`src/rtl/uart_tx_fifo_if.sv`:
```
// Bus-side and transmitter-side signals of the UART TX byte queue.
// The master modport is the controller/transmitter side, the slave modport is the FIFO.
interface uart_tx_fifo_if #(
    parameter int DEPTH = 16
);
    localparam int LEVEL_WIDTH = $clog2(DEPTH) + 1;

    logic                   wr_en_i;
    logic [7:0]             wr_data_i;
    logic                   flush_i;
    logic                   full_o;
    logic                   empty_o;
    logic [LEVEL_WIDTH-1:0] level_o;
    logic                   overflow_o;
    logic                   txd_start_o;
    logic [7:0]             txd_data_o;
    logic                   txd_busy_i;

    modport master (
        output wr_en_i, wr_data_i, flush_i, txd_busy_i,
        input  full_o, empty_o, level_o, overflow_o, txd_start_o, txd_data_o
    );

    modport slave (
        input  wr_en_i, wr_data_i, flush_i, txd_busy_i,
        output full_o, empty_o, level_o, overflow_o, txd_start_o, txd_data_o
    );
endinterface

```
`src/rtl/uart_tx_fifo.sv`:
```
// Transmit byte queue: buffers bus writes and hands them one at a time to the
// async transmitter through a start-pulse / busy handshake.
module uart_tx_fifo #(
    parameter int DEPTH = 16
) (
    input  logic           clk_i,
    input  logic           rst_ni,
    uart_tx_fifo_if.slave  bus
);
    localparam int AW          = $clog2(DEPTH);
    localparam int LEVEL_WIDTH = AW + 1;

    typedef enum logic [1:0] {IDLE, START, WAIT_BUSY, WAIT_DONE} state_e;

    state_e                 state_q;
    logic [7:0]             mem_q [DEPTH];
    logic [AW-1:0]          wr_ptr_q, wr_ptr_d;
    logic [AW-1:0]          rd_ptr_q, rd_ptr_d;
    logic [LEVEL_WIDTH-1:0] count_q, count_d;
    logic                   ovf_q, ovf_d;
    logic                   start_q;
    logic [7:0]             data_q;
    logic                   full, empty, push, pop;

    assign full  = (count_q == LEVEL_WIDTH'(DEPTH));
    assign empty = (count_q == '0);
    // Fullness is judged on the registered count, so a same-cycle pop never
    // makes room for a push into a full queue.
    assign push  = bus.wr_en_i && !full && !bus.flush_i;
    assign pop   = (state_q == IDLE) && !empty && !bus.txd_busy_i && !bus.flush_i;

    always_comb begin
        wr_ptr_d = wr_ptr_q;
        rd_ptr_d = rd_ptr_q;
        count_d  = count_q;
        ovf_d    = ovf_q;
        if (bus.flush_i) begin
            wr_ptr_d = '0;
            rd_ptr_d = '0;
            count_d  = '0;
            ovf_d    = 1'b0;
        end else begin
            if (push) wr_ptr_d = wr_ptr_q + 1'b1;
            if (pop)  rd_ptr_d = rd_ptr_q + 1'b1;
            if (bus.wr_en_i && full) ovf_d = 1'b1;
            count_d = count_q + LEVEL_WIDTH'(push) - LEVEL_WIDTH'(pop);
        end
    end

    always_ff @(posedge clk_i or negedge rst_ni) begin
        if (!rst_ni) begin
            wr_ptr_q <= '0;
            rd_ptr_q <= '0;
            count_q  <= '0;
            ovf_q    <= 1'b0;
        end else begin
            wr_ptr_q <= wr_ptr_d;
            rd_ptr_q <= rd_ptr_d;
            count_q  <= count_d;
            ovf_q    <= ovf_d;
        end
    end

    always_ff @(posedge clk_i) begin
        if (push) mem_q[wr_ptr_q] <= bus.wr_data_i;
    end

    // Flush leaves this FSM alone so a byte already handed over still completes.
    always_ff @(posedge clk_i or negedge rst_ni) begin
        if (!rst_ni) begin
            state_q <= IDLE;
            start_q <= 1'b0;
            data_q  <= 8'h00;
        end else begin
            case (state_q)
                IDLE: if (pop) begin
                    data_q  <= mem_q[rd_ptr_q];
                    start_q <= 1'b1;
                    state_q <= START;
                end
                START: begin
                    start_q <= 1'b0;
                    state_q <= WAIT_BUSY;
                end
                WAIT_BUSY: state_q <= WAIT_DONE;
                WAIT_DONE: if (!bus.txd_busy_i) state_q <= IDLE;
                default:   state_q <= IDLE;
            endcase
        end
    end

    assign bus.full_o      = full;
    assign bus.empty_o     = empty;
    assign bus.level_o     = count_q;
    assign bus.overflow_o  = ovf_q;
    assign bus.txd_start_o = start_q;
    assign bus.txd_data_o  = data_q;
endmodule
```
`src/flat_wrapper.sv`:
```
// flat-port wrapper written by rule: the top's interface ports become plain ports
module uart_tx_fifo_flat 
#(
    parameter int DEPTH = 16
)
  (clk_i, rst_ni, bus_wr_en_i, bus_wr_data_i, bus_flush_i, bus_txd_busy_i, bus_full_o, bus_empty_o, bus_level_o, bus_overflow_o, bus_txd_start_o, bus_txd_data_o);
  uart_tx_fifo_if #(.DEPTH(DEPTH)) bus_i ();
  input  logic clk_i;
  input  logic rst_ni;
  input wire logic [$bits(bus_i.wr_en_i)-1:0] bus_wr_en_i;
  input wire logic [$bits(bus_i.wr_data_i)-1:0] bus_wr_data_i;
  input wire logic [$bits(bus_i.flush_i)-1:0] bus_flush_i;
  input wire logic [$bits(bus_i.txd_busy_i)-1:0] bus_txd_busy_i;
  output wire logic [$bits(bus_i.full_o)-1:0] bus_full_o;
  output wire logic [$bits(bus_i.empty_o)-1:0] bus_empty_o;
  output wire logic [$bits(bus_i.level_o)-1:0] bus_level_o;
  output wire logic [$bits(bus_i.overflow_o)-1:0] bus_overflow_o;
  output wire logic [$bits(bus_i.txd_start_o)-1:0] bus_txd_start_o;
  output wire logic [$bits(bus_i.txd_data_o)-1:0] bus_txd_data_o;
  assign bus_i.wr_en_i = bus_wr_en_i;
  assign bus_i.wr_data_i = bus_wr_data_i;
  assign bus_i.flush_i = bus_flush_i;
  assign bus_i.txd_busy_i = bus_txd_busy_i;
  assign bus_full_o = bus_i.full_o;
  assign bus_empty_o = bus_i.empty_o;
  assign bus_level_o = bus_i.level_o;
  assign bus_overflow_o = bus_i.overflow_o;
  assign bus_txd_start_o = bus_i.txd_start_o;
  assign bus_txd_data_o = bus_i.txd_data_o;
  uart_tx_fifo #(.DEPTH(DEPTH)) u_core (.clk_i(clk_i), .rst_ni(rst_ni), .bus(bus_i));
endmodule
```
`config.mk`:
```
export PLATFORM = sky130hd
export DESIGN_NAME = uart_tx_fifo_flat
export DESIGN_NICKNAME = d
export VERILOG_FILES = /design/src/rtl/uart_tx_fifo_if.sv /design/src/rtl/uart_tx_fifo.sv /design/src/flat_wrapper.sv
export SDC_FILE = /design/constraint.sdc
export NUM_CORES = 1
export LEC_CHECK = 0
export ABC_AREA = 1
export BUFFER_PORTS_ARGS = -buffer_cell sky130_fd_sc_hd__buf_4
export CAP_MARGIN = 25
export CORE_MARGIN = 5
export CORE_UTILIZATION = 60
export CTS_CLUSTER_SIZE = 40
export DETAILED_ROUTE_END_ITERATION = 8
export HOLD_SLACK_MARGIN = 0.05
export PLACE_DENSITY = 0.78
export SLEW_MARGIN = 20
export SYNTH_ARGS = -nofsm -noshare
export SYNTH_HDL_FRONTEND = slang
export SYNTH_SLANG_ARGS = --single-unit
```
`constraint.sdc`:
```
create_clock -name clk_i -period 5.9 [get_ports clk_i]
set_input_delay 0.59 -clock clk_i [delete_from_list [all_inputs] [get_ports clk_i]]
set_output_delay 0.59 -clock clk_i [all_outputs]
set_load 0.02 [all_outputs]
```
Word level (Yosys, flattened, before mapping)
Memories as Yosys holds them, arrays and structs flattened. A register that Yosys moved wholly into a read port is not among the register bits.
Index checks and enable logic that the tools add are counted.
Storage, ports and cells
  register bits after elaboration: 17
  bits in latches: 0
  RAM bits: 128
  memory bits (read-only): 0
  input port bits: 13
  word-level logic and storage cells: 51
  memories: 1
Memory list
  u_core.mem_q: depth 16, width 8, read ports 1, clocked after Yosys merged registers in 1, wr ports 1, RTL line uart_tx_fifo.sv:16  | logic [7:0] mem_q [DEPTH];
Cells by class
  add/subtract/negate cells: 4
  multipliers: 0
  divide/modulo/power cells: 0
  $lt $le $gt $ge: 0
  equality and inequality tests: 6
  shifts and indexed selects: 0
  multiplexer cells: 14
  bitwise operators: 0
  reduce and logical (&&, ||, !) cells: 20
Operators by type and width (number)
  4-bit 2-to-1 mux: 4
  4-bit by 1-bit adder with 4-bit output, second input constant: 2
  2-bit case mux with 4 select lines: 1
  2-bit nonzero test: 4
  1-bit logical AND: 6
  2-bit AND reduction: 3
  5-bit by 1-bit adder with 5-bit output: 1
  5-bit == test, second input constant: 1
  1-bit zero test: 5
  5-bit zero test: 1
  1-bit 2-to-1 mux: 5
  5-bit 2-to-1 mux: 1
  5-bit by 1-bit subtractor with 5-bit output: 1
  2-bit == test, second input constant: 2
  2-bit 2-to-1 mux: 2
  2-bit by 1-bit == test with 1-bit output, second input constant: 1
  2-bit zero test: 1
  2-bit by 1-bit inequality test with 1-bit output, second input constant: 1
  2-bit inequality test, second input constant: 1
  1-bit case mux with 2 select lines: 1

Longest topological paths before layout
Gate-level depths: netlist of run 1.
  depth after elaboration: 7
  depth in mapped cells: 15
  mapped depth without buffers: 15

Worst setup path before layout of run 1
OpenSTA, ideal clock, no wires.
  kind: reg2reg
  start point: register u_core.count_q[2] (netlist: u_core.bus.level_o[2])
  end point: register u_core.count_q[4] (netlist: u_core.bus.level_o[4])
  library setup time: 77 ps
  arrival: 2393 ps
  required time: 5823 ps
  setup slack: 3429 ps
  stages on the path, launching flop included: 16
  buffers on the path: 0
  cells stage by stage: dfrtp_1 -> inv_1 -> ha_1 -> nand4_1 -> nand4_1 -> inv_2 -> ha_1 -> inv_1 -> ha_1 -> inv_1 -> fa_1 -> inv_1 -> a21oi_1 -> o21bai_1 -> o21ai_1 -> a21oi_1
On the way
  cells in the longest elaborated chain, start to end: 7
  elaborated cells between the ends (all ways): 12
RTL lines
  start: declaration: RTL line uart_tx_fifo.sv:19  | logic [LEVEL_WIDTH-1:0] count_q, count_d;
  start signal: assignment: RTL line uart_tx_fifo.sv:59  | count_q <= count_d;
  5-bit == test or 5-bit zero test (tied branches): RTL line uart_tx_fifo.sv:25, uart_tx_fifo.sv:26
  1-bit zero test, on equally long branches: RTL line uart_tx_fifo.sv:29, uart_tx_fifo.sv:30
  1-bit logical AND, on equally long branches (2 in a row): RTL line uart_tx_fifo.sv:29, uart_tx_fifo.sv:30
  5-bit by 1-bit adder with 5-bit output or 1-bit logical AND (tied branches): RTL line uart_tx_fifo.sv:46, uart_tx_fifo.sv:30
  5-bit by 1-bit subtractor with 5-bit output (*): RTL line uart_tx_fifo.sv:46  | count_d = count_q + LEVEL_WIDTH'(push) - LEVEL_WIDTH'(pop);
  5-bit 2-to-1 mux (*): RTL line uart_tx_fifo.sv:37  | if (bus.flush_i) begin
  via u_core.count_d[4]: RTL line uart_tx_fifo.sv:19
Mark *: on every way through the listed nets, which the timed path passes. The rest lies on a longest branch.
A chain may end at the register's enable or synchronous reset.

Worst setup path after layout of run 1
Same ends and word-level chain as after synthesis.

==> results.md, run 1 <==
- H-tree depth: 4
- Max FO, Critical Path: 11
- CTS buffer count: 17
- Leak: 3.53 nW
- Total grt overflow: 0
- Avg Vias per Cell: 5.36
- Crit path from: u_core.bus.level_o[2]$_DFF_PN0_
- Slew @ Worst Pin: 0.851 ns
- Worst Skew: 0.00696 ns
- Clock Tree Buf Depth: 2
- #FFs+latches synth: around 150
- Ys flop type: edfxtp_1
- Area grow syn2layout: 12.7%
- I/O pin count: 30
- Vert. Die Dim: between 100 and 150 um
- Post-CTS setup buffer count: 0
- Crit. End Element: flop
- Rel. slew slack: 0.432
- Avg WL per Cell: roughly 16 um
- Unrepaired setup endpoints after global routing: no
- Cell Area, Synth: 6980 um^2
- P per Cell Area: just under 400 nW/um^2
- Global route hottest layer: met2
- Met2 Use GR: 0.360
- Reg2Reg Depth: 15
- Final Cycle Share: 0.509
- GP Congestion: 0.851
- Gate Count Post-Synth: 699
- Kind of critical path: reg -> reg
- PortBufs: 29
- GRT Total Usage: 0.218
- First-pass iteration count of the detailed router: 5
- CTS tree: built
- Initial Util: 0.611
- Root Driver: clkbuf_16
- Status: finished clean
- Setup crit end: u_core.bus.level_o[4]$_DFF_PN0_
- DRC Markers: 0
- Vias in the first global route: 4689
- Worst-Skew Late Latency: between 0.4 and 0.5 ns
- Post-CTS resize count: 0
- Most common cell after layout, fill and taps aside: nand2_1
- Layout Nets: 764
- Fmax achieved: 0.333 GHz
- Post-synth ARST share: 0.163
- Grt met3 use: 0.0500
- Initial DRC count: 441
- M1 GR Usage: 0.280
- Final WS setup: around 2.9 ns
- CORE AREA: 11400 um^2
- Largest net degree at the start of global routing: between 60 and 70
- Fraction of layout cells with a size suffix above 1: 0.117
- Worst reg2reg path endpoint: u_core.bus.level_o[4]$_DFF_PN0_
- Antenna Nets Post-Route: 0
- DIE WIDTH: 118 um
- Avg Inst Size Synth: 9.98 um^2
- Required @ worst endpoint: 6.25 ns
- Peak VDD IR: 0.333 mV
- Final hold vios: 0
- Setup Viol. Count Final: 0
- Crit start category: flop
- Slew Limit Fails: 0
- EDFF count, synth: 128
- Final wirelength: 14.6 mm
- Setup TNS Final: 0 ns
- Syn_nets: ~730
- Clk pin slew, worst setup/hold paths: 0.06 ns
- Synth warn: 0
- Post-synthesis sequential area ratio: 0.641
- Crit path arrival time: about 3.4 ns
- Hpwl dp: 9.09 mm
- First-pass GRT wire length: 23.7 mm
- Hold_buf cts: 0
- Max Cap Viol: 0
- Min Tclk post-route: roughly 3.0 ns
- Std-Cell Rows: 39
- Die area: 13900 um^2
- Most frequent cells in the layout: nand2_1, edfxtp_1, inv_1
- DP Worst Slack: 2.73 ns
- CTS Sinks: 153
- Reg-to-Reg Start: u_core.bus.level_o[2]$_DFF_PN0_
- Worst hold path type: in -> async
- Routed vias: 4765
- Post-synth cell types: 26
- R2R Setup Slk: 2.90 ns
- Initial antenna violation count: 0
- Antenna Cells: 0
==> metal layers <==
layer | up-vias | routed length, um
met5 | - | 0
met4 | 0 | 226
met3 | 19 | 938
met2 | 150 | 7410
met1 | 2282 | 6070
li1 | 2314 | -
==> registers in the layout (all words and copies together), names as in the netlist <==
name,count
u_core.state_q,2
u_core.wr_ptr_q,4
u_core.bus.overflow_o,1
u_core.bus.level_o,5
u_core.mem_q,128
u_core.rd_ptr_q,4
u_core.bus.txd_data_o,8
u_core.bus.txd_start_o,1
==> worst max-delay path, stage by stage, from the launching register on <==
cell and delay (ns):
dfrtp_1 0.38, inv_1 0.08, ha_1 0.20, nand4_1 0.13, nand4_1 0.41, inv_2 0.30
ha_1 0.27, inv_1 0.06, ha_1 0.15, inv_1 0.06, fa_1 0.37, inv_1 0.10
a21oi_1 0.07, o21bai_1 0.16, o21ai_1 0.08, a21oi_1 0.12
==> worst min-delay path by stage <==
stage	end	depth (start not counted)	slack, ns	startpoint
floorplan	u_core.bus.level_o[0]$_DFF_PN0_	0	0.29	rst_ni
global placement	u_core.bus.txd_data_o[3]$_DFFE_PN0P_	2	0.47	u_core.bus.txd_data_o[3]$_DFFE_PN0P_
detailed placement	u_core.bus.txd_data_o[5]$_DFFE_PN0P_	2	0.47	u_core.bus.txd_data_o[5]$_DFFE_PN0P_
CTS	u_core.bus.level_o[4]$_DFF_PN0_	1	0.07	rst_ni
global route	u_core.state_q[0]$_DFFE_PN0P_	1	0.08	rst_ni
finish	u_core.bus.level_o[4]$_DFF_PN0_	1	0.07	rst_ni
==> power by group <==
part	internal [mW]	switching (mW)
registers	1.24	0.0462
clock network	0.652	0.392
logic	0.253	0.489
==> cells in the mapped netlist, drive strengths merged, types with 2 or more instances <==
cell type,instances,area [um^2]
ha,16,200
edfxtp,128,3840
nand3,103,515
buf,26,196
dfrtp,25,626
nor2,14,60.1
clkbuf,2,7.51
nand2,215,810
nor3,14,70.1
a21oi,6,30.0
o21ai,10,50.1
nand4,3,18.8
inv,130,488
==> area by class of cell <==
class,count,area (um^2)
Sequential cell,153,4470
Clock buffer,19,433
Tap cell,143,179
Timing Repair Buffer,44,338
Multi-Input combinational cell,387,1820
Inverter,131,492
Clock inverter,12,133
Fill cell,807,3560
==> cells by family after synthesis <==
logic type	share of synthesized area
and+or+nand+nor	0.212
DFF	0.641
adders and majority gates	0.0316
AOI/OAI and AO/OA	0.0145
buffers and inverters	0.0997
xor gates and xnor gates	0.00126
==> through the flow <==
| step | instances | cell area, um^2 | utilization | hold slack, ns | total power, mW |
|---|---|---|---|---|---|
| finish | 889 | 7860 | 0.688 | 0.0660 | 3.08 |
| global route | 889 | 7860 | 0.688 | 0.0819 | 3.25 |
| CTS | 888 | 7850 | 0.688 | 0.0714 | 3.09 |
| detailed placement | 857 | 7290 | 0.638 | 0.473 | 2.04 |
| global placement | 854 | 7250 | 0.635 | 0.467 | 2.01 |
| floorplan | 699 | 6980 | - | 0.294 | 1.84 |
(Power assumes the default switching activity.)
==> run 2, diff against run 1 <==
- clock period: 5.9 -> 3.1 ns (I/O delays scaled with it)
==> results.md, run 2 (synthesis results as in run 1) <==
- Clock Tree Buf Depth: 2 (unchanged)
- Crit. End Element: flop (unchanged)
- Leak: 3.56 nW (was 3.53 nW)
- Max FO, Critical Path: 10 (was 11)
- P per Cell Area: 763 nW/um^2 (was 392 nW/um^2)
- H-tree depth: 4 (unchanged)
- Seq pwr share: 0.405 (was 0.419)
- Clk pin slew, worst setup/hold paths: 0.06 ns (about the same)
- Std-Cell Rows: 39 (unchanged)
- Worst hold path type: in -> reg (was in -> async)
- Part of the power in combinational logic: 0.233 (was 0.241)
- Total grt overflow: 0 (unchanged)
- Hpwl dp: 9.44 mm (was 9.09 mm)
- Worst-Skew Late Latency: 0.42 ns (about the same)
- Max reg flops: 128 (unchanged)
- Worst Skew: 0.00967 ns (was 0.00696 ns)
- Area grow syn2layout: 14.0% (was 12.7%)
- Proportion of power drawn by the clock network: 0.362 (was 0.339)
- Routed vias: 4799 (was 4765)
- Vert. Die Dim: 118 um (unchanged)
- Overall power: 6.07 mW (was 3.08 mW)
- Fin area: 7950 um^2 (was 7860 um^2)
- Layout Nets: 767 (was 764)
- Status: finished clean (unchanged)
- Initial antenna violation count: 0 (unchanged)
- Kind of critical path: reg -> reg (unchanged)
- First-pass GRT wire length: 24.1 mm (was 23.7 mm)
- Die area: 13900 um^2 (unchanged)
- Antenna Nets Post-Route: 0 (unchanged)
- Largest net degree at the start of global routing: 67 (was 68)
- CTS Sinks: 153 (unchanged)
- Avg Vias per Cell: 5.37 (was 5.36)
- Vias in the first global route: 4768 (was 4689)
- Final Cycle Share: 0.846 (was 0.509)
- Slew Limit Fails: 0 (unchanged)
- Max Cap Viol: 0 (unchanged)
- Final hold vios: 0 (unchanged)
- PortBufs: 29 (unchanged)
- Avg WL per Cell: 16.5 um (about the same)
- Required @ worst endpoint: 3.44 ns (was 6.25 ns)
- Int Pwr: 4.27 mW (was 2.15 mW)
- Antenna Cells: 0 (unchanged)
- Crit path arrival time: 2.97 ns (was 3.35 ns)
- Setup Viol. Count Final: 0 (unchanged)
- Hold_buf cts: 1 (was 0)
- CORE AREA: 11400 um^2 (unchanged)
- Root Driver: clkbuf_16 (unchanged)
- Min Tclk post-route: 2.62 ns (was 3.00 ns)
- Most frequent cells in the layout: nand2_1, edfxtp_1, inv_1 (unchanged)
- CTS buffer count: 17 (unchanged)
- GRT Total Usage: 0.222 (was 0.218)
- Slew @ Worst Pin: 0.771 ns (was 0.851 ns)
- CTS tree: built (unchanged)
- Most common cell after layout, fill and taps aside: nand2_1 (unchanged)
- Fmax achieved: 0.381 GHz (was 0.333 GHz)
- Crit start category: flop (unchanged)
- Biggest register: u_core.mem_q (unchanged)
- Post-CTS resize count: 0 (unchanged)
- Unrepaired setup endpoints after global routing: no (unchanged)
- Fraction of layout cells with a size suffix above 1: 0.120 (was 0.117)
- GP Congestion: 0.843 (was 0.851)
- I/O pin count: 30 (unchanged)
- Initial Util: 0.611 (unchanged)
- DRC Markers: 0 (unchanged)
- First-pass iteration count of the detailed router: 7 (was 5)
- Final wirelength: 14.7 mm (was 14.6 mm)
- Setup TNS Final: 0 ns (unchanged)
- Placed Area: 7310 um^2 (was 7290 um^2)
- Final core area utilization: 0.696 (was 0.688)
- Sw power: 1.80 mW (was 928 uW)
- Sw Ratio: 0.296 (was 0.301)
- Rel. slew slack: 0.484 (was 0.432)
- Post-CTS setup buffer count: 0 (unchanged)
- Peak VDD IR: 0.771 mV (was 0.333 mV)
- Initial DRC count: 472 (was 441)
- DIE WIDTH: 118 um (unchanged)
==> run 2: cell types whose count changed in the layout (fill, tap and decap cells not counted), sizes merged <==
cell         before  now
clkinvlp          0    3
buf              44   46
dlygate4sd3       0    1
bufinv            3    5
clkinv           10    7
clkbuf           19   18
==> run 2: critical path, stage by stage, from the launching register on <==
cell and delay, ns:
dfrtp_1 0.38, inv_1 0.08, ha_1 0.21, nand4_1 0.14, nand4_1 0.14, inv_2 0.17, ha_1 0.26, inv_1 0.06
ha_1 0.15, inv_1 0.05, fa_1 0.35, inv_1 0.10, a21oi_1 0.07, o21bai_1 0.17, o21ai_1 0.07, a21oi_1 0.14
==> run 2: power by group through the flow <==
| stage | clock network [mW] | logic (mW) | registers, mW |
|---|---|---|---|
| after floorplan | 0 | 0.928 | 2.58 |
| after global placement | 0 | 1.35 | 2.49 |
| after detailed placement | 0 | 1.39 | 2.50 |
| after CTS | 2.21 | 1.41 | 2.46 |
| after global routing | 2.32 | 1.59 | 2.47 |
| final | 2.20 | 1.41 | 2.46 |
==> run 2: stage by stage <==
stage	hold WS, ns	instances	worst slack (ns)
2_1_floorplan	0.0144	699	0.629
3_3_place_gp	0.228	860	0.622
3_5_place_dp	0.236	860	0.496
4_1_cts	0.122	893	0.494
5_1_grt	0.134	893	0.214
6_report	0.139	893	0.478
==> run 2: final timing paths <==
check	slack, ns	cells after the start	from	to
worst min-delay path	0.14	2	bus_flush_i	u_core.bus.level_o[0]$_DFF_PN0_
worst max-delay path	0.48	15	u_core.bus.level_o[2]$_DFF_PN0_	u_core.bus.level_o[4]$_DFF_PN0_
worst max register to register	0.48	15	u_core.bus.level_o[2]$_DFF_PN0_	u_core.bus.level_o[4]$_DFF_PN0_
min in group asynchronous	0.35	2	rst_ni	u_core.bus.overflow_o$_DFFE_PN0P_
max in group asynchronous	2.48	2	rst_ni	u_core.rd_ptr_q[0]$_DFFE_PN0P_
worst min register to register	0.48	2	u_core.bus.txd_data_o[0]$_DFFE_PN0P_	u_core.bus.txd_data_o[0]$_DFFE_PN0P_
==> run 2: metal layers <==
metal  vias up  part of all wire  routed length, um  global-route usage
met4         0             0.022                324              0.0867
met5         -                 0                  0                   0
met1      2259              0.40               5890               0.281
met2       191              0.50               7440               0.368
met3        31             0.074               1100              0.0562
li1       2318                 -                  -                   -
==> run 2: final cells by class <==
type                            instances  area, um^2
Multi-Input combinational cell        387        1810
Timing Repair Buffer                   47         368
Clock buffer                           18         429
Clock inverter                         14         204
Sequential cell                       153        4470
Fill cell                             805        3470
Inverter                              131         492
Tap cell                              143         179
==> run 3, diff against run 2 <==
- CORE_UTILIZATION: 60 -> 55
- PLACE_DENSITY: 0.78 -> 0.75
- clock period: 3.1 -> 2.1 ns (I/O delays scaled with it)
==> results.md, run 3 (synthesis results as in run 1) <==
- CORE AREA: 12500 um^2 (was 11400 um^2)
- Slew @ Worst Pin: 0.644 ns (was 0.771 ns)
- Fin area: 8290 um^2 (was 7950 um^2)
- Failing checks: setup timing
- Setup Viol. Count Final: 2 (was 0)
- Slew Limit Fails: 0 (unchanged)
- Part of the power in combinational logic: 0.282 (was 0.233)
- CTS buffer count: 17 (unchanged)
- Biggest register: u_core.mem_q (unchanged)
- Sw Ratio: 0.311 (was 0.296)
- Overall power: 9.25 mW (was 6.07 mW)
- Status: finished, violations left (was finished clean)
- Avg Vias per Cell: 5.16 (was 5.37)
- Rel. slew slack: 0.570 (was 0.484)
- Top cell by count, worst path: inv_2 (was inv_1)
- Crit. End Element: flop (unchanged)
- R2R Setup Slk: -0.18 ns (was 0.48 ns)
- CTS tree: built (unchanged)
- Die area: 15000 um^2 (was 13900 um^2)
- Global route hottest layer: met2 (unchanged)
- Worst hold path type: in -> reg (unchanged)
- DRC Markers: 0 (unchanged)
- Total grt overflow: 0 (unchanged)
- Int Pwr: 6.38 mW (was 4.27 mW)
- Max reg flops: 128 (unchanged)
- PortBufs: 29 (unchanged)
- WHS Path Cells: 1 (was 2)
- Area grow syn2layout: 18.8% (was 14.0%)
- Kind of critical path: reg -> reg (unchanged)
- Unrepaired setup endpoints after global routing: yes (was no)
- Crit path depth: 15 (unchanged)
- Grt met3 use: 0.0608 (was 0.0562)
- Critical-path top delay cell: dfrtp_2 (was dfrtp_1)
- Sw power: 2.87 mW (was 1.80 mW)
- WP buf/inv: 5 (unchanged)
- Most common cell after layout, fill and taps aside: nand2_1 (unchanged)
- Proportion of power drawn by the clock network: 0.328 (was 0.362)
- Peak VDD IR: 0.700 mV (was 0.771 mV)
- Leak: 3.69 nW (was 3.56 nW)
- Crit start category: flop (unchanged)
- Largest net degree at the start of global routing: 67 (unchanged)
- P per Cell Area: 1120 nW/um^2 (was 763 nW/um^2)
- Top cell family by delay on the critical path: adder cells (unchanged)
- Worst Skew: 0.00561 ns (was 0.00967 ns)
- Reg2Reg Depth: 15 (unchanged)
- Final WS setup: -0.181 ns (was 0.478 ns)
- Antenna Nets Post-Route: 0 (unchanged)
- Layout Nets: 799 (was 767)
- Hpwl dp: 9.78 mm (was 9.44 mm)
- Required @ worst endpoint: 2.45 ns (was 3.44 ns)
- GRT Total Usage: 0.222 (about the same)
- Final Cycle Share: 1.09 (was 0.846)
- Std-Cell Rows: 41 (was 39)
- DP Worst Slack: -0.211 ns (was 0.496 ns)
- Avg WL per Cell: 16.2 um (was 16.5 um)
- Max Cap Viol: 0 (unchanged)
- Antenna Cells: 0 (unchanged)
- Fmax achieved: 0.438 GHz (was 0.381 GHz)
- # fillers: 945 (was 805)
- Crit path arrival time: 2.63 ns (was 2.97 ns)
- Initial DRC count: 452 (was 472)
- Initial antenna violation count: 0 (unchanged)
- Met2 Use GR: 0.361 (was 0.368)
- Max FO, Critical Path: 2 (was 10)
- Cells along the critical path: inv_2, ha_4, nand4_1, nand4_1, inv_2, ha_4, inv_4, ha_4, inv_2, fa_2, inv_2, a21oi_2, o21bai_1, o21ai_1, a21oi_1 (was inv_1, ha_1, nand4_1, nand4_1, inv_2, ha_1, inv_1, ha_1, inv_1, fa_1, inv_1, a21oi_1, o21bai_1, o21ai_1, a21oi_1)
- DIE WIDTH: 123 um (was 118 um)
- Fraction of layout cells with a size suffix above 1: 0.184 (was 0.120)
- I/O pin count: 30 (unchanged)
- M1 GR Usage: 0.283 (was 0.281)
- Placed Area: 7620 um^2 (was 7310 um^2)
- Most frequent cells in the layout: nand2_1, edfxtp_1, inv_1 (unchanged)
- Seq pwr share: 0.390 (was 0.405)
- CP peak stage delay: 0.41 ns (was 0.38 ns)
- Final hold vios: 0 (unchanged)
- Clk pin slew, worst setup/hold paths: 0.06 ns (about the same)
- CTS Sinks: 153 (unchanged)
- Root Driver: clkbuf_16 (unchanged)
- Final wirelength: 15.5 mm (was 14.7 mm)
- Hold Slack: 0.118 ns (was 0.139 ns)
- Vias in the first global route: 4940 (was 4768)
- Finished Layout Cells: 954 (was 893)
- Dpl cells: 915 (was 860)
- Routed vias: 4918 (was 4799)
- First-pass GRT wire length: 24.8 mm (was 24.1 mm)
- GP Congestion: 0.836 (was 0.843)
- First-pass iteration count of the detailed router: 5 (was 7)
- Worst-Skew Late Latency: 0.42 ns (about the same)
- Initial Util: 0.557 (was 0.611)
- Min Tclk post-route: 2.28 ns (was 2.62 ns)
- Vert. Die Dim: 123 um (was 118 um)
- H-tree depth: 4 (unchanged)
- Clock Tree Buf Depth: 2 (unchanged)
[run 3: changes by cell type in the layout (fill, tap and decap cells not counted), sizes merged]
| cell | delta |
|---|---|
| buf | +31 |
| bufinv | -2 |
| clkbuf | +1 |
| clkinv | -1 |
| clkinvlp | +1 |
| dlygate4sd3 | +1 |
| inv | +1 |
[run 3: layout make-up]
type | instances | area [um^2] | share of cell area
sequential | 153 | 4470 | 0.540
multi-input combinational | 387 | 1900 | 0.230
timing repair buffer | 79 | 614 | 0.0741
inverter | 131 | 494 | 0.0596
clock buffer | 19 | 433 | 0.0522
tap | 172 | 215 | 0.0260
clock inverter | 13 | 153 | 0.0184
[run 3: what timing repair did]
| item | in CTS | in global routing |
|---|---|---|
| resized for setup | 2 | 4 |
| pin swaps | 7 | 1 |
| hold endpoints to repair | 26 | 0 |
| hold buffers | 2 | 0 |
| setup buffers | 3 | 3 |
| endpoints found under the setup margin | 2 | 3 |
[run 3: worst paths after layout]
check,end,start
setup / recovery,u_core.bus.level_o[4]$_DFF_PN0_,u_core.bus.level_o[3]$_DFF_PN0_
hold / removal,u_core.mem_q[6][1]$_DFFE_PP_,bus_wr_data_i[1]
setup reg to reg,u_core.bus.level_o[4]$_DFF_PN0_,u_core.bus.level_o[3]$_DFF_PN0_
hold reg to reg,u_core.bus.txd_data_o[1]$_DFFE_PN0P_,u_core.bus.txd_data_o[1]$_DFFE_PN0P_
max in group asynchronous,u_core.bus.level_o[3]$_DFF_PN0_,rst_ni
min in group asynchronous,u_core.bus.txd_data_o[2]$_DFFE_PN0P_,rst_ni
[run 3: layer usage]
metal	wire length [um]	vias up
li1	-	2379
met3	1210	35
met4	416	0
met2	7550	177
met1	6320	2327
met5	0	-
[run 3: power groups by stage]
| stage | logic [mW] | clock network, mW | registers [mW] |
|---|---|---|---|
| floorplan | 1.43 | 0 | 3.82 |
| global placement | 2.38 | 0 | 3.66 |
| detailed placement | 2.46 | 0 | 3.67 |
| CTS | 2.52 | 3.06 | 3.61 |
| global route | 2.88 | 3.20 | 3.63 |
| finish | 2.61 | 3.03 | 3.61 |
[run 3: metrics by stage]
stage / util / setup TNS, ns
2_1_floorplan: - / -0.242
3_3_place_gp: 0.609 / -0.154
3_5_place_dp: 0.609 / -0.246
4_1_cts: 0.660 / -0.181
5_1_grt: 0.662 / -0.610
6_report: 0.662 / -0.322
[run 3: worst register-to-register path, stage by stage (launching register included)]
cell      delay (ns)
dfrtp_2         0.41
inv_2           0.08
ha_4            0.14
nand4_1         0.09
nand4_1         0.13
inv_2           0.07
ha_4            0.22
inv_4           0.05
ha_4            0.12
inv_2           0.04
fa_2            0.35
inv_2           0.08
a21oi_2         0.05
o21bai_1        0.18
o21ai_1         0.08
a21oi_1         0.12
